`config.mk`:
```
export PLATFORM = sky130hd
export DESIGN_NAME = change_logger
export DESIGN_NICKNAME = d
export VERILOG_FILES = /design/src/rtl/change_logger.sv
export SDC_FILE = /design/constraint.sdc
export NUM_CORES = 1
export LEC_CHECK = 0
export ABC_AREA = 1
export ABC_CLOCK_PERIOD_IN_PS = 4100
export CORE_MARGIN = 5
export CORE_UTILIZATION = 35
export CTS_BUF_LIST = sky130_fd_sc_hd__clkbuf_16
export CTS_CLUSTER_SIZE = 16
export DETAILED_ROUTE_END_ITERATION = 16
export DONT_BUFFER_PORTS = 1
export PLACE_DENSITY = 0.56
export SYNTH_ARGS = -nofsm -noshare
export SYNTH_HDL_FRONTEND = slang
export SYNTH_SLANG_ARGS = --single-unit
```
`constraint.sdc`:
```
create_clock -name clk -period 4.1 [get_ports clk]
set_input_delay 0.82 -clock clk [delete_from_list [all_inputs] [get_ports clk]]
set_output_delay 0.82 -clock clk [all_outputs]
set_load 0.01 [all_outputs]
```
`src/rtl/change_logger.sv`:
```
// Change logger: timestamps every change on the response signals d/e together
// with the stimulus snapshot a/b/c, and queues the records in a small FIFO.
module change_logger #(
  parameter int DEPTH = 8,
  parameter int TS_W  = 16
) (
  input  logic                     clk,
  input  logic                     reset,
  input  logic                     a,
  input  logic                     b,
  input  logic                     c,
  input  logic                     d,
  input  logic                     e,
  output logic [TS_W+6:0]          rec_data,
  output logic                     rec_valid,
  input  logic                     rec_ready,
  output logic [$clog2(DEPTH):0]   count,
  output logic                     overflow
);

  localparam int AW = $clog2(DEPTH);
  localparam int RW = TS_W + 7;
  localparam logic [AW:0] CNT_FULL = (AW+1)'(DEPTH);

  logic [TS_W-1:0] ts;
  logic            d_q;
  logic            e_q;
  logic            primed;
  logic [RW-1:0]   mem [DEPTH];
  logic [AW-1:0]   wr_ptr;
  logic [AW-1:0]   rd_ptr;

  logic            chg_d;
  logic            chg_e;
  logic            evt;
  logic            full;
  logic            pop;
  logic            push;
  logic [RW-1:0]   rec_new;

  always_comb begin
    chg_d   = d ^ d_q;
    chg_e   = e ^ e_q;
    // the first cycle after reset only loads the previous-sample registers
    evt     = ~reset & primed & (chg_d | chg_e);
    full    = (count == CNT_FULL);
    pop     = rec_valid & rec_ready;
    push    = evt & (~full | pop);
    rec_new = {ts, chg_d, chg_e, d, e, a, b, c};
  end

  assign rec_valid = (count != '0);
  assign rec_data  = rec_valid ? mem[rd_ptr] : '0;

  always_ff @(posedge clk) begin
    if (reset) begin
      ts       <= '0;
      d_q      <= d;
      e_q      <= e;
      primed   <= 1'b0;
      wr_ptr   <= '0;
      rd_ptr   <= '0;
      count    <= '0;
      overflow <= 1'b0;
    end else begin
      ts     <= ts + 1'b1;
      d_q    <= d;
      e_q    <= e;
      primed <= 1'b1;
      if (push) wr_ptr <= wr_ptr + 1'b1;
      if (pop)  rd_ptr <= rd_ptr + 1'b1;
      case ({push, pop})
        2'b10:   count <= count + 1'b1;
        2'b01:   count <= count - 1'b1;
        default: count <= count;
      endcase
      // a pop in the same cycle frees the slot, so only a non-popping full FIFO drops
      if (evt & full & ~pop) overflow <= 1'b1;
    end
  end

  // storage is not reset; rec_data is gated by rec_valid instead
  always_ff @(posedge clk) begin
    if (push) mem[wr_ptr] <= rec_new;
  end

endmodule

```
==> flow_summary_export.csv <==
group,metric,value,unit
critical_path,worst-path-max-fanout,24,
cts,post_cts_buffers,0,
global_route,grt_use_total,13.5,%
floorplanning,rows,58,
critical_path,worstSetupPathType,"flip-flop to output pin",
drt,drt_iter0_drc,401,
cts,root_buffer,"clkbuf_16",
run_status,status,"finished clean",
timing,skew,0.0130,ns
drt,wire_per_inst,17.5,µm
synth,ys_ff_latch,217,
floorplanning,die_y,168,µm
timing,worst_slew_pin_slew,1.02,ns
final_layout,antenna_cells,0,
power,pwr-share-clk,30.0,%
global_route,grt_pass1_vias,5190,
power,switching_power,2.17,mW
synth,syn_inst,751,
global_route,grt_pass1_wl,30400,µm
synth,syn_area,8770,µm²
timing,setup-violations-final,0,
global_route,grt_max_degree,93,
synth,ys_top_cells_by_area,"edfxtp_1 (63%), nor2_1 (9.0%), dfxtp_1 (7.5%), o21ai_0 (4.3%), o21ai_1 (2.9%)",
synth,synth_cell_type_count,34,
drt,firstDrtPassIters,4,
cts,insertion_delay,0.51,ns
global_route,antenna_found_initial,0,
synth,netlist.area_leader.share,63.0,%
critical_path,arrival,2.49,ns
global_route,grt_util_met3,3.05,%
placement,preCtsSetupSlack,1.27,ns
power,p_int,4.06,mW
synth,synthesis.nets,765,
cts,clk_pin_slew,0.06,ns
critical_path,rrSetupSlack,1.54,ns
global_route,grt-ovfl-total,0,
placement,post-place-cells,1057,
drt,dr_total_vias,5401,
drt,ant_nets,0,
critical_path,timing.rr.start,"count[3]",
floorplanning,start_util,35.1,%
timing,setup_slack,0.794,ns
timing,holdWs,0.335,ns
critical_path,cp-end-kind,"output pin",
timing,timing.final.crit_share,80.6,%
timing,drv_slew,0,
drt,vias_per_cell,4.91,
critical_path,slowest_delay,0.79,ns
cts,htree_levels,1,
placement,hpwl,10900,µm
final_layout,syn_to_final_growth,12.4,%
floorplanning,io-pin-count,37,
timing,relSlewSlack,32.2,%
critical_path,r2r_end,"count[3]",
power,p_leak,3.44,nW
critical_path,required,3.28,ns
cts,max-clock-path-buffers,3,
timing,min_period,3.31,ns
global_route,top_usage_layer,"met2",
power,ir_drop,301,µV
placement,gp_congestion,0.723,
floorplanning,die_area,28300,µm²
power,power_density,632,nW/µm²
synth,async_reset_ff_share,0,%
placement,portBuffers,0,
synth,synth-edff-count,184,
final_layout,drive_gt1_share,9.34,%
synth,syn_area_per_cell,11.7,µm²
hold_path,hp-class,"input pin to flip-flop",
floorplanning,die_w,168,µm
synth,yosysWarningCount,0,
synth,ys.flop_type,"edfxtp_1",
cts,cts_made_buffers,24,
timing,hold_viol_final,0,
global_route,use_met2,21.0,%
power,p_sw_share,34.9,%
timing,setup_tns,0,ns
cts,cts.sinks,217,
final_layout,finalNonFillerCells,1101,
critical_path,cp_cell_sequence,"buf_4 > inv_1 > o21ai_0 > nor2_1",
cts,cts_tree,"built",
hold_path,hold_depth,0,
floorplanning,coreArea,25000,µm²
final_layout,final_nets,767,
synth,ys_seq_area_share,70.5,%
critical_path,endpoint,"rec_data[21]",
drt,routed_wirelength,19200,µm
critical_path,rr_worst_depth,14,
global_route,grt_use_met1,19.7,%
critical_path,cpMaxStageDelayCell,"inv_1",
timing,timing.fmax,0.302,GHz
drt,route.detailed.drc,0,
critical_path,startpoint_type,"flip-flop",
power,power_frac_comb,28.4,%
power,seqPwrFrac,41.6,%
synth,yosys.area.top_type,"edfxtp_1",
flow_run,maxCapViolations,0,
cts,postCtsHoldBufs,0,
cts,cts_resized,0,
timing,rsz0062_at_grt,"no",
-- cells by family after synthesis --
logic type	after synthesis	synth area share, %
simple gates	280	13.3
compound gates	170	10.8
xor+xnor	4	0.399
buf+inv	74	4.09
fa+ha+maj	6	0.941
flops	217	70.5
-- final cells by class --
type | instances | area, µm²
Inverter | 36 | 138
Timing Repair Buffer | 14 | 180
Clock inverter | 20 | 93.8
Tap cell | 330 | 413
Sequential cell | 217 | 6190
Clock buffer | 24 | 601
Fill cell | 2396 | 15100
Multi-Input combinational cell | 460 | 2250
-- synth_stat cells, types with 3 or more instances --
master / number
ha_1: 5
o32ai_1: 23
o21ai_1: 51
nand3_1: 9
buf_6: 8
xnor2_1: 3
nor2_1: 211
edfxtp_1: 184
nand3_2: 4
a21oi_1: 17
nor3_1: 3
nor2_2: 3
inv_1: 33
o21ai_0: 75
nand2_1: 41
dfxtp_1: 33
clkbuf_1: 15
buf_2: 13
-- stage by stage --
stage	area (µm²)	total power [mW]	utilization, %
floorplan	8770	4.00	-
global placement	9170	4.44	36.7
detailed placement	9170	4.46	36.7
CTS	9860	6.34	39.5
global route	9860	6.65	39.5
finish	9860	6.23	39.5
-- critical path, delay by kind of cell (launching register included) --
family	cells	cell delay, ns
buf+inv	2	1.03
simple gates	1	0.38
flops	1	0.29
compound gates	1	0.27
-- flip-flops by register name (all words and copies together) (netlist names), named ones only --
register / cells
ts: 16
mem: 184
count: 4
wr_ptr: 3
overflow: 1
rd_ptr: 3
primed: 1
d_q: 1
e_q: 1
-- how the worst min path moves through the flow --
stage          startpoint   endpoint  slack [ns]
6_report                d        d_q        0.34
5_1_grt                 d        d_q        0.31
4_1_cts                 d        d_q        0.31
3_5_place_dp    rd_ptr[2]  flip-flop        0.45
3_3_place_gp    rd_ptr[2]  rd_ptr[2]        0.45
2_1_floorplan   rd_ptr[2]  flip-flop        0.43
-- placed cells by master, fill, tap and decap left out, types with 5 or more instances in the layout --
| cell type | count |
|---|---|
| nor2_1 | 203 |
| edfxtp_1 | 184 |
| o21ai_0 | 75 |
| o21ai_1 | 51 |
| inv_1 | 46 |
| nand2_1 | 41 |
| dfxtp_1 | 31 |
| clkbuf_16 | 24 |
| o32ai_1 | 23 |
| a21oi_1 | 17 |
| nor2_2 | 11 |
| nand3_1 | 9 |
| buf_4 | 8 |
| buf_12 | 6 |
| ha_1 | 5 |
| clkinv_2 | 5 |
-- power by group through the flow --
stage,clock (mW),sequential [mW],combinational (mW)
6_report,1.87,2.59,1.77
3_3_place_gp,0,2.64,1.80
4_1_cts,1.91,2.60,1.82
5_1_grt,2.01,2.61,2.02
2_1_floorplan,0,2.55,1.45
3_5_place_dp,0,2.65,1.82
-- layer usage --
metal	routed length (µm)	part of all wire, %
met1	9160	48
met2	8720	45
met3	1130	5.9
met4	204	1.1
met5	0	0
Note: power is estimated with default switching activity, not from simulation.
